===== src/rtl/gcd_bus_master.sv =====
// Initiator for the GCD peripheral bus: writes both operands, triggers start, polls
// status until done and returns the result on a valid/ready response port.
module gcd_bus_master #(
    parameter int STROBE_CYC = 1,
    parameter int SETTLE_CYC = 2,
    parameter int MAX_POLLS  = 256
) (
    input  logic        clk,
    input  logic        n_reset,
    input  logic        cmd_valid,
    output logic        cmd_ready,
    input  logic [31:0] cmd_a,
    input  logic [31:0] cmd_b,
    output logic        rsp_valid,
    input  logic        rsp_ready,
    output logic [31:0] rsp_w,
    output logic [1:0]  rsp_err,
    output logic        busy,
    output logic [15:0] saddress,
    output logic        srd,
    output logic        swr,
    output logic [31:0] sdata_out,
    input  logic [31:0] sdata_in
);
    // state       | meaning
    // IDLE        | waiting for a command, cmd_ready high
    // CHECK       | reject zero operands before touching the bus
    // WR_A1/WR_A2 | write operand A / operand B
    // RD_START    | read A2 to start the peripheral, data discarded
    // SETTLE      | idle cycles before the first status poll
    // POLL_S      | read status, bit3 high means still busy
    // POLL_GAP    | one idle cycle between polls
    // RD_W        | read the result
    // RESP        | result held until accepted
    localparam logic [15:0] ADDR_A1 = 16'h00F8;
    localparam logic [15:0] ADDR_A2 = 16'h00FC;
    localparam logic [15:0] ADDR_W  = 16'h0100;
    localparam logic [15:0] ADDR_S  = 16'h0104;
    localparam logic [1:0]  ERR_OK   = 2'b00;
    localparam logic [1:0]  ERR_ZERO = 2'b01;
    localparam logic [1:0]  ERR_TMO  = 2'b10;
    localparam int CNT_W  = 16;
    localparam int POLL_W = $clog2(MAX_POLLS + 1);

    typedef enum logic [3:0] {
        ST_IDLE, ST_CHECK, ST_WR_A1, ST_WR_A2, ST_RD_START,
        ST_SETTLE, ST_POLL_S, ST_POLL_GAP, ST_RD_W, ST_RESP
    } state_t;

    typedef enum logic [1:0] {PH_SETUP, PH_STROBE, PH_HOLD} phase_t;

    state_t            state;
    phase_t            phase;
    logic [CNT_W-1:0]  cnt;
    logic [POLL_W-1:0] poll_cnt;
    logic [POLL_W-1:0] poll_nxt;
    logic [31:0]       op_a;
    logic [31:0]       op_b;
    logic              is_rd;

    assign is_rd    = (state == ST_RD_START) || (state == ST_POLL_S) || (state == ST_RD_W);
    assign poll_nxt = poll_cnt + 1'b1;

    always_ff @(posedge clk or posedge n_reset) begin
        if (n_reset) begin
            state     <= ST_IDLE;
            phase     <= PH_SETUP;
            cnt       <= '0;
            poll_cnt  <= '0;
            op_a      <= '0;
            op_b      <= '0;
            cmd_ready <= 1'b1;
            rsp_valid <= 1'b0;
            rsp_w     <= '0;
            rsp_err   <= ERR_OK;
            busy      <= 1'b0;
            saddress  <= '0;
            srd       <= 1'b0;
            swr       <= 1'b0;
            sdata_out <= '0;
        end else begin
            case (state)
                ST_IDLE: begin
                    if (cmd_valid) begin
                        op_a      <= cmd_a;
                        op_b      <= cmd_b;
                        poll_cnt  <= '0;
                        cmd_ready <= 1'b0;
                        busy      <= 1'b1;
                        state     <= ST_CHECK;
                    end
                end
                ST_CHECK: begin
                    // The peripheral never terminates on a zero operand, so refuse it here.
                    if (op_a == '0 || op_b == '0) begin
                        rsp_w     <= '0;
                        rsp_err   <= ERR_ZERO;
                        rsp_valid <= 1'b1;
                        state     <= ST_RESP;
                    end else begin
                        saddress  <= ADDR_A1;
                        sdata_out <= op_a;
                        phase     <= PH_SETUP;
                        state     <= ST_WR_A1;
                    end
                end
                ST_SETTLE: begin
                    if (cnt == '0) begin
                        saddress <= ADDR_S;
                        phase    <= PH_SETUP;
                        state    <= ST_POLL_S;
                    end else begin
                        cnt <= cnt - 1'b1;
                    end
                end
                ST_POLL_GAP: begin
                    phase <= PH_SETUP;
                    state <= ST_POLL_S;
                end
                ST_RESP: begin
                    if (rsp_ready) begin
                        rsp_valid <= 1'b0;
                        cmd_ready <= 1'b1;
                        busy      <= 1'b0;
                        state     <= ST_IDLE;
                    end
                end
                default: begin
                    case (phase)
                        PH_SETUP: begin
                            srd   <= is_rd;
                            swr   <= !is_rd;
                            cnt   <= CNT_W'(STROBE_CYC - 1);
                            phase <= PH_STROBE;
                        end
                        PH_STROBE: begin
                            if (cnt == '0) begin
                                srd   <= 1'b0;
                                swr   <= 1'b0;
                                phase <= PH_HOLD;
                            end else begin
                                cnt <= cnt - 1'b1;
                            end
                        end
                        default: begin
                            // End of HOLD: sdata_in is sampled on this edge.
                            phase <= PH_SETUP;
                            case (state)
                                ST_WR_A1: begin
                                    saddress  <= ADDR_A2;
                                    sdata_out <= op_b;
                                    state     <= ST_WR_A2;
                                end
                                ST_WR_A2: begin
                                    saddress <= ADDR_A2;
                                    state    <= ST_RD_START;
                                end
                                ST_RD_START: begin
                                    cnt   <= CNT_W'(SETTLE_CYC - 1);
                                    state <= ST_SETTLE;
                                end
                                ST_POLL_S: begin
                                    if (!sdata_in[3]) begin
                                        saddress <= ADDR_W;
                                        state    <= ST_RD_W;
                                    end else if (poll_nxt == POLL_W'(MAX_POLLS)) begin
                                        poll_cnt  <= poll_nxt;
                                        rsp_w     <= '0;
                                        rsp_err   <= ERR_TMO;
                                        rsp_valid <= 1'b1;
                                        state     <= ST_RESP;
                                    end else begin
                                        poll_cnt <= poll_nxt;
                                        state    <= ST_POLL_GAP;
                                    end
                                end
                                ST_RD_W: begin
                                    rsp_w     <= sdata_in;
                                    rsp_err   <= ERR_OK;
                                    rsp_valid <= 1'b1;
                                    state     <= ST_RESP;
                                end
                                default: state <= ST_IDLE;
                            endcase
                        end
                    endcase
                end
            endcase
        end
    end
endmodule


===== config.mk =====
export PLATFORM = sky130hd
export DESIGN_NAME = gcd_bus_master
export DESIGN_NICKNAME = d
export VERILOG_FILES = /design/src/rtl/gcd_bus_master.sv
export SDC_FILE = /design/constraint.sdc
export NUM_CORES = 1
export LEC_CHECK = 0
export BUFFER_PORTS_ARGS = -buffer_cell sky130_fd_sc_hd__buf_2
export CELL_PAD_IN_SITES_DETAIL_PLACEMENT = 1
export CELL_PAD_IN_SITES_GLOBAL_PLACEMENT = 2
export CORE_MARGIN = 2
export CORE_UTILIZATION = 36
export DETAILED_ROUTE_END_ITERATION = 8
export GPL_ROUTABILITY_DRIVEN = 0
export PLACE_DENSITY_LB_ADDON = 0.2
export SLEW_MARGIN = 30
export SYNTH_ARGS = -nofsm -noshare
export SYNTH_HDL_FRONTEND = slang
export SYNTH_SLANG_ARGS = --single-unit

===== constraint.sdc =====
create_clock -name clk -period 15.4 [get_ports clk]
set_clock_uncertainty 0.2 [all_clocks]
set_input_delay 1.54 -clock clk [delete_from_list [all_inputs] [get_ports clk]]
set_output_delay 1.54 -clock clk [all_outputs]
set_load 0.01 [all_outputs]

== Yosys cells after proc, flatten, opt, wreduce, memory -nomap -nowiden ==
Cells that the tools add are included.
Widths: inputs -> output; s select.
Word-level totals
  register bits: 182
  bits of input ports: 100
  output and inout port bits: 87
  word-level logic and storage cells: 150
Cells by class
  add/sub/neg operators: 2
  equality and inequality tests: 28
  mux-type cells: 60
  bitwise logic cells: 7
  reductions and logical operators: 38
Operators by type and width (count)
  $mux 32: 7
  $pmux 32 s2: 3
  $mux 16: 6
  $pmux 16 s2: 3
  $logic_not 32->1: 2
  $pmux 16 s3: 1
  $pmux 4 s5: 2
  $mux 9: 4
  $mux 4: 7
  $pmux 9 s2: 1
  $eq 4x3->1 const B: 4
  $logic_not 16->1: 1
  $sub 16x1->16 const B: 1
  $mux 2: 7
  $ne 2x2->1 const B: 6
  $ne 4x2->1 const B: 3
  $pmux 2 s2: 3
  $reduce_and 4->1: 3
  $reduce_and 6->1: 2
  $reduce_bool 4->1: 3
  $reduce_or 4->1: 3
  $pmux 1 s2: 5
  $reduce_bool 2->1: 5
  $add 9x1->9 const B: 1
  26 further kinds: 52

== Longest topological paths before layout ==
Gate-level depths: netlist of run 1.
  depth in word-level cells: 7
  gate-level depth with buffers: 10
  depth with buffers taken out: 8

== Worst setup path before layout of run 1 ==
No wires, ideal clock.
  path kind: input port to flip-flop
  start point: input sdata_in[3]
  end point: register poll_cnt[3]
  library setup time: 0.130 ns
  data arrival time: 2.621 ns
  data required time: 15.070 ns
  setup slack: 12.449 ns
  stages on the path: 7
  path buffers: 1
  cells stage by stage: and3b_1 > o21ai_0 > and4_1 > buf_2 > a21oi_1 > o21ai_0 > o31ai_1
Between the ends
  cells in the longest elaborated chain, start to end: 2
RTL lines
  from (decl): line 23  | input logic [31:0] sdata_in
  $reduce_bool 2->1 (no source line)
  $reduce_and 5->1 (no source line)
  to (signal assigned): line 167  | poll_cnt <= poll_nxt;
  to (signal assigned): line 173  | poll_cnt <= poll_nxt;
  to (decl): line 55  | logic [POLL_W-1:0] poll_cnt;
No other way between the ends.
A chain may end at the register's enable or synchronous reset.

== Worst setup path after layout of run 1 ==
  start point: register state[3]
  end point: register rsp_w[8]
Between the ends
  cells in the longest elaborated chain, start to end: 4
RTL lines
  from (decl): line 52  | state_t state;
  from (signal assigned): line 66  | state <= ST_IDLE;
  from (signal assigned): line 90  | state <= ST_CHECK;
  from (signal assigned): line 99  | state <= ST_RESP;
  $eq 4x4->1, or another cell as far along: line 148  | case (state)
  $pmux 32 s2 or $reduce_or 4->1 (tied branches)
  $mux 32 or $not 1->1 (tied branches)
  $pmux 32 s2 or $reduce_and 6->1 (tied branches)
  to (signal assigned): line 178  | rsp_w <= sdata_in;
  to (decl): line 16  | output logic [31:0] rsp_w,
Parallel ways exist; a longest one is shown, timed or not. The select of a mux whose other input is x is not followed.

==> results.toml, run 1 <==
[run_status]
status = "finished clean"

[floorplanning]
io_pins = 187
die_h_um = 151.5
die_w_um = 151.5
core_area_sq_mm = 0.02115
rows = 53
die-area_sq_mm = 0.02294
start_util_pct = 37.01

[run]
max-cap-violations = 0

[sta]
finalSetupTns_ns = 0
period_share_pct = 20.68
max_slew_margin_pct = 42.90
rsz0062_at_grt = "no"
post-route-min-period_ns = 3.185
tightest_slew_ns = 0.8500
finalHoldViolCount = 0
clock.fmax_mhz = 314.0
drv_slew = 0
setup_viol = 0

[global_routing]
antenna_found_initial = 1
grt_pass1_vias = 6261
overflow = 0
grt_pass1_wl_mm = 33.69
grt_max_degree = 103
gr-usage-all-layers_pct = 18.83

[power]
p_comb_share_pct = 38.2
powerDensity_mw_per_mm2 = 219.0
pwr-share-seq_pct = 39.4
p_int_mw = 1.276
p_sw_mw = 0.8062
pwr-share-clk_pct = 22.4
vdd_ir_drop_max_mv = 0.08739
p_leak_nw = 4.412
finalPower_mw = 2.082
switching_share_pct = 38.72

[critical_path]
slowest_delay_ns = 0.64
cp_num_buf_inv = 1
crit_path_start_kind = "flip-flop"
required_ns = 15.47
path_class = "reg2reg"
crit_family = "simple AND/OR/NAND/NOR gates"
arrival_ns = 3.26
crit_chain = "nand2b_1, nor3b_1, o2111ai_1, a21oi_4, buf_4, o21ai_0"
critPathMaxFanout = 66
crit_path_top_delay_cell = "nor3b_1"
setup.worst_path.end_class = "flip-flop"

[synth]
yosys-top-cells-area = "dfrtp_1 (54%), mux2_2 (9.5%), o21ai_0 (5.1%)"
synth_enable_flop_cells = 0
yosysTopAreaCellShare_pct = 53.70
netlist_area_sq_mm = 0.007829
synth_ff_type = "dfrtp_1"
ys_seq_area_share_pct = 54.04
synth_cell_types = 60
yosys.area.top_type = "dfrtp_1"
postSynthCellCount = 743
synth-seq-cells = 169
ys_warn_count = 0
async_flop_share_pct = 100.0
avgSynthCellArea_sq_um = 10.54

[routing]
vias = 6142
viasPerCell = 5.192
drtIter0Drc = 274
postRouteAntennaNets = 0
avgRoutedWirePerCell_um = 17.81
drt-total-wl_mm = 21.07
firstDrtPassIters = 4
drc = 0

[clock_tree]
clk_pin_slew_worst_paths_ns = 0.07
cts_tree = "done"
clock_path_buffers = 2
clk_latency_ns = 0.44
post_cts_resized = 0
cts_sinks = 169
htree_levels = 4
cts_buffers = 17
cts-root-buf = "clkbuf_16"
cts_hold_buf = 0
cts_setup_buffers = 0

[layout]
antenna_cells = 0
fin_nets = 999
syn2layout_area_growth_pct = 21.43
drive_above_1_share_pct = 32.49

[place]
dp_hpwl_mm = 14.85
portBuffers = 177

[min_path]
hp-class = "reg2reg"
-- tightest hold or removal path, stage by stage, from the launching register on --
cell and delay (ns):
dfrtp_1 0.34, nand2_1 0.05, o21ai_0 0.06
-- cells by family after synthesis --
| logic type | synth area share, % |
|---|---|
| xor+xnor | 0.8950 |
| mux | 13.84 |
| buf+inv | 4.379 |
| simple gates | 16.11 |
| flops | 54.04 |
| other cells | 0.04790 |
| fa+ha+maj | 0.4795 |
| compound gates | 10.21 |
-- per-stage QoR --
step / utilization, % / instances / hold slack, ns / worst slack (ns) / cell area (sq um)
after floorplan: - / 751 / 0.2645 / 9.087 / 7859
after global placement: 41.83 / 1152 / 0.2515 / 11.92 / 8850
after detailed placement: 41.84 / 1152 / 0.2702 / 11.86 / 8851
after CTS: 44.83 / 1183 / 0.2836 / 12.21 / 9483
after global routing: 44.94 / 1183 / 0.3068 / 11.91 / 9507
final: 44.94 / 1183 / 0.2768 / 12.22 / 9507
-- power by group through the flow --
stage               clock (mW)  combinational, mW  sequential (mW)
floorplan                    0              0.534            0.811
global placement             0              0.767            0.815
detailed placement           0              0.799            0.828
CTS                      0.478              0.804            0.821
global route             0.496              0.890            0.849
finish                   0.467              0.795            0.820
-- metal layers --
| layer | GRT usage, % | routed length, um | up-vias |
|---|---|---|---|
| li1 | - | - | 2925 |
| met1 | 25.26 | 9606 | 3075 |
| met2 | 30.63 | 10230 | 121 |
| met3 | 4.581 | 1008 | 19 |
| met4 | 5.047 | 214 | 2 |
| met5 | 0 | 13 | - |
-- state kept, by name, indices dropped and copies added, names as in the netlist, 2 cells and up --
signal,cells
sdata_out,32
phase,2
op_a,32
state,4
poll_cnt,9
rsp_w,32
rsp_err,2
saddress,3
op_b,32
cnt,16
-- placed cells by master (no fill, tap or decap), types with 3 or more instances in the layout --
| master | instances |
|---|---|
| inv_1 | 9 |
| and2_1 | 3 |
| nand2_1 | 98 |
| buf_4 | 4 |
| conb_1 | 9 |
| nand2b_1 | 4 |
| nor2b_1 | 4 |
| dfrtp_1 | 168 |
| nor4_1 | 21 |
| o21ai_1 | 13 |
| clkbuf_16 | 17 |
| buf_2 | 177 |
| xnor2_1 | 7 |
| nor2_1 | 35 |
| or3_1 | 6 |
| ha_1 | 3 |
| nand3_1 | 45 |
| bufinv_16 | 4 |
| o22ai_1 | 4 |
| inv_8 | 3 |
| and3_1 | 4 |
| nand4_1 | 8 |
| o31ai_1 | 3 |
| o21a_1 | 6 |
| mux2i_1 | 34 |
| inv_6 | 6 |
| a21oi_1 | 15 |
| o21ai_0 | 79 |
| nor3_1 | 6 |
| mux2_2 | 66 |
| nor4_2 | 3 |
-- path summary, 6_finish.rpt --
| check | cells after the start | endpoint | start | slack (ns) |
|---|---|---|---|---|
| min reg2reg | 2 | sdata_out[19] | sdata_out[19] | 0.28 |
| max reg2reg | 6 | rsp_w[8] | state[3] | 12.22 |
| min in group asynchronous | 2 | sdata_out[9] | n_reset | 1.00 |
| max | 6 | rsp_w[8] | state[3] | 12.22 |
| max in group asynchronous | 3 | poll_cnt[3] | n_reset | 12.82 |
| min | 2 | sdata_out[19] | sdata_out[19] | 0.28 |
-- final cells by class --
type	count	area (sq um)
Clock inverter	13	202.7
Timing Repair Buffer	182	927.1
Fill cell	2401	11650
Inverter	10	45.04
Clock buffer	18	429.2
Multi-Input combinational cell	516	3328
Tap cell	275	344.1
Sequential cell	169	4230
-- synth_stat cells (2+ instances only) --
master,count
a21o_1,2
a21oi_1,15
a22oi_1,2
a32o_1,2
and2_1,4
and3_1,4
and3b_1,2
buf_1,5
buf_2,9
buf_4,14
buf_6,4
clkbuf_1,23
dfrtp_1,168
ha_1,3
inv_1,10
mux2_2,66
mux2i_1,34
nand2_1,99
nand2b_1,4
nand3_1,45
nand3b_1,2
nand4_1,8
nand4b_1,2
nor2_1,35
nor2b_1,5
nor3_1,8
nor3b_1,2
nor4_1,21
nor4_2,3
o21a_1,6
o21ai_0,79
o21ai_1,13
o22ai_1,4
o31ai_1,3
or3_1,6
xnor2_1,7
No activity file was read; power rests on OpenSTA's default activity.
==> run 2: changes to the inputs <==
- CORE_UTILIZATION: 36 -> 30
- clock period: 15.4 -> 2.68 ns (I/O delays scaled with it)
==> run 2 against run 1 <==
Critical endpoint is now state[1]; core utilization fell by 3.4 points; fmax increased by 27%; cell count is 16% higher; critical path depth is the same; global-route usage shrank 1.1 points; via count increased by 4.4%; critical path type unchanged; largest cell class unchanged; hold slack worse by 0.21 ns.
==> results.toml, run 2 (synthesis results as in run 1) <==
[critical_path]
crit_path_start_kind = "flip-flop"
rr_endpoint = "state[1]"
r2r_slack_ns = 0.17
crit_end = "state[1]"
r2r-start = "cnt[11]"
path_class = "reg2reg"
critPathMaxFanout = 8
crit_family = "simple AND/OR/NAND/NOR gates"
r2r_cells = 6
cp.depth = 6
slowest_delay_ns = 0.46
crit_chain = "nor4_2, nand3b_1, nand4b_2, a211oi_4, o21ai_1, a21bo_2"
arrival_ns = 2.62
cp-startpoint = "cnt[11]"
setup.worst_path.end_class = "flip-flop"
required_ns = 2.79
cp_num_buf_inv = 0
crit_path_top_delay_cell = "a211oi_4"

[power]
p_leak_nw = 4.926
powerDensity_mw_per_mm2 = 1119
finalPower_mw = 12.00
vdd_ir_drop_max_mv = 0.3652

[run_status]
status = "finished clean"

[sta]
tightest_slew_ns = 0.6706
finalHoldViolCount = 0
rsz0062_at_grt = "no"
drv_slew = 0
period_share_pct = 93.57
max_slew_margin_pct = 55.30
clock.fmax_mhz = 398.8
setup_viol = 0
post-route-min-period_ns = 2.508
finalSetupTns_ns = 0

[routing]
drc = 0
firstDrtPassIters = 4
drtIter0Drc = 271
drt-total-wl_mm = 23.19
avgRoutedWirePerCell_um = 16.93
vias = 6410
viasPerCell = 4.679
postRouteAntennaNets = 0

[clock_tree]
clock_path_buffers = 2
cts_sinks = 169
cts_buffers = 17
cts_setup_buffers = 0
clk_latency_ns = 0.43
cts_tree = "done"
htree_levels = 4
clk_pin_slew_worst_paths_ns = 0.07
cts-root-buf = "clkbuf_16"

[global_routing]
grt_pass1_vias = 6921
grt_max_degree = 109
antenna_found_initial = 0
grt_pass1_wl_mm = 37.90
gr-usage-all-layers_pct = 17.75
overflow = 0

[floorplanning]
die_h_um = 165.5
rows = 59
die_w_um = 165.5
core_area_sq_mm = 0.02584
start_util_pct = 30.30
die-area_sq_mm = 0.02740
io_pins = 187

[layout]
final_cell_mix = "buf_2 (177), dfrtp_1 (168), nand2_1 (98), dlygate4sd3_1 (98), o21ai_0 (79)"
fin_nets = 1125
final_common_cell = "buf_2"
syn2layout_area_growth_pct = 37.00
layoutNonFillerInstCount = 1370
antenna_cells = 0
drive_above_1_share_pct = 31.21

[min_path]
hp-class = "in2async"

[place]
portBuffers = 177
placedCellCount = 1240
dp_hpwl_mm = 15.24

[run]
max-cap-violations = 0
[run 2: stage by stage]
stage	cell area (sq um)	setup slack, ns	hold slack, ns	utilization, %
floorplan	7863	0.05809	0.1995	-
global placement	9191	0.1261	-0.03092	35.57
detailed placement	9191	0.09390	-0.03147	35.57
CTS	10720	0.08493	0.04569	41.48
global route	10730	0.004708	0.08346	41.51
finish	10730	0.1724	0.06635	41.51
[run 2: how the worst min path moves through the flow]
stage,start,to,slack (ns)
detailed placement,n_reset,sdata_out[8],-0.03
CTS,n_reset,sdata_out[8],0.05
global route,n_reset,sdata_out[8],0.08
global placement,n_reset,sdata_out[8],-0.03
floorplan,rsp_ready,cmd_ready,0.20
finish,n_reset,sdata_out[8],0.07
[run 2: layer usage]
metal	track usage, %	vias to the layer above	wire length, um
met5	0	-	0
met4	4.585	0	231
met3	3.721	16	731
met2	29.33	107	11410
met1	23.73	3119	10820
li1	-	3168	-
[run 2: timing repair]
action,4_1_cts,5_1_grt
hold buffers,98,0
endpoints found under the hold margin,265,0
endpoints found under the setup margin,0,3
resized for setup,0,2
[run 2: where the power goes]
part / internal [mW] / leakage (nW) / switching, mW
sequential: 3.74 / 2.05 / 0.873
clock: 1.21 / 0.263 / 1.14
combinational: 2.34 / 2.62 / 2.70
[run 2: final cells by class]
cell class / count / area, sq um
sequential: 169 / 4230
clock inverter: 14 / 115.1
timing repair buffer: 308 / 2177
multi-input combinational: 516 / 3313
tap: 335 / 419.2
clock buffer: 18 / 429.2
inverter: 10 / 41.29
fill: 2963 / 15110
[run 2: worst register-to-register path, stage by stage (launching register included)]
cell and delay, ns:
dfrtp_1 0.43, nor4_2 0.41, nand3b_1 0.20, nand4b_2 0.33, a211oi_4 0.46, o21ai_1 0.14, a21bo_2 0.24
==> run 3: changes to the inputs <==
- PLACE_DENSITY: unset -> 0.73
- PLACE_DENSITY_LB_ADDON: 0.2 -> unset
==> run 3 against run 2 <==
Critical path depth is the same; core utilization increased by 0.13 points; die area unchanged; first-iteration DRC count grew 16%; design area up 0.30%; non-clock buffer count shrank 5; global-route usage down 0.64 points; power rose by 2.7%; clock power up 13%; sequential power barely moved; critical path type unchanged; cell count shrank 0.29%; sequential share of layout area is 0.12 points lower.
==> results.toml, run 3 (synthesis results as in run 1) <==
[run_status]
status = "finished clean"

[power]
powerDensity_mw_per_mm2 = 1146
p_leak_nw = 4.943
vdd_ir_drop_max_mv = 0.4092

[critical_path]
crit_path_start_kind = "flip-flop"
cp_num_buf_inv = 1
critPathMaxFanout = 38
crit_family = "simple AND/OR/NAND/NOR gates"
setup.worst_path.end_class = "flip-flop"
arrival_ns = 2.59
slowest_delay_ns = 0.41
crit_chain = "nor4_1, nand4_1, o22ai_1, nand2_1, buf_4, a32o_1"
required_ns = 2.80
path_class = "reg2reg"
crit_path_top_delay_cell = "dfrtp_1"

[sta]
setup_viol = 0
finalSetupTns_ns = 0
clock.fmax_mhz = 404.3
drv_slew = 0
period_share_pct = 92.29
max_slew_margin_pct = 43.98
finalHoldViolCount = 0
fin_ws_ns = 0.2066
tightest_slew_ns = 0.8403
rsz0062_at_grt = "no"
post-route-min-period_ns = 2.473

[layout]
fin_nets = 1120
multi_input_area_sq_mm = 0.003304
drive_above_1_share_pct = 30.68
final_common_cell = "buf_2"
syn2layout_area_growth_pct = 37.41
register_area_sq_mm = 0.004230
fillers = 2935
final_cell_mix = "buf_2 (177), dfrtp_1 (168), nand2_1 (98), dlygate4sd3_1 (98), o21ai_0 (79)"

[global_routing]
overflow = 0
grt_max_degree = 111
gr-usage-all-layers_pct = 17.11
antenna_found_initial = 1
grt_pass1_wl_mm = 36.64
grt_pass1_vias = 6848

[routing]
avgRoutedWirePerCell_um = 16.91
firstDrtPassIters = 6
drt-total-wl_mm = 23.10
vias = 6526
viasPerCell = 4.777
postRouteAntennaNets = 0
drtIter0Drc = 314
drc = 0

[floorplanning]
die_w_um = 165.5
core_area_sq_mm = 0.02584
die_h_um = 165.5
rows = 59
io_pins = 187
die-area_sq_mm = 0.02740
start_util_pct = 30.30

[clock_tree]
cts-root-buf = "clkbuf_16"
cts_setup_buffers = 0
clk_pin_slew_worst_paths_ns = 0.07
cts_sinks = 169
htree_levels = 4
clock_path_buffers = 2
cts_buffers = 17
cts_tree = "done"
clk_latency_ns = 0.43

[place]
dp_hpwl_mm = 15.31
detailedPlace.worstSlack_ns = 0.1768
portBuffers = 177

[min_path]
hp-class = "in2reg"

[run]
max-cap-violations = 0
[run 3: power by group]
part	total [mW]	internal (mW)	switching, mW
sequential	4.63	3.74	0.891
clock	2.67	1.51	1.15
combinational	5.03	2.33	2.70
total	12.3	7.58	4.75
[run 3: what timing repair did]
action	4_1_cts	5_1_grt
gates resized for setup	0	0
hold buffers	98	0
endpoints found under the hold margin	239	0
[run 3: worst reg2reg max path, stage by stage (launching register included)]
cell	delay, ns
dfrtp_1	0.41
nor4_1	0.40
nand4_1	0.27
o22ai_1	0.35
nand2_1	0.17
buf_4	0.29
a32o_1	0.27
[run 3: final cells by class]
cell class,instances,area share [%]
clock buffer,18,3.989
sequential,169,39.32
multi-input combinational,516,30.72
timing repair buffer,303,19.77
inverter,10,0.3838
clock inverter,14,1.896
tap,335,3.896
antenna,1,0.02326
[run 3: layer usage]
metal | wire (um) | vias to the layer above | global-route usage, %
met2 | 11510 | 100 | 29.05
met1 | 10580 | 3239 | 22.19
met4 | 434 | 0 | 5.721
met5 | 0 | - | 0
met3 | 577 | 25 | 2.822
li1 | - | 3162 | -
[run 3: worst paths after layout]
kind,startpoint,endpoint,slack [ns],cells past startpoint
worst max-delay path,op_b[25],saddress[7],0.21,6
worst min-delay path,cmd_valid,poll_cnt[2],0.09,4
worst max register to register,op_b[25],saddress[7],0.21,6
worst min register to register,cmd_ready,cmd_ready,0.26,2
max in group asynchronous,n_reset,cnt[7],1.22,4
min in group asynchronous,n_reset,busy,0.33,4
[run 3: per-stage QoR]
stage	utilization (%)	power [mW]	hold slack [ns]	area, sq um	instances
floorplan	-	7.729	0.1995	7863	751
global placement	35.38	9.480	0.2496	9141	1235
detailed placement	35.38	9.623	0.2508	9141	1235
CTS	41.63	12.46	0.06152	10760	1365
global route	41.64	13.26	0.1173	10760	1366
finish	41.64	12.33	0.08725	10760	1366
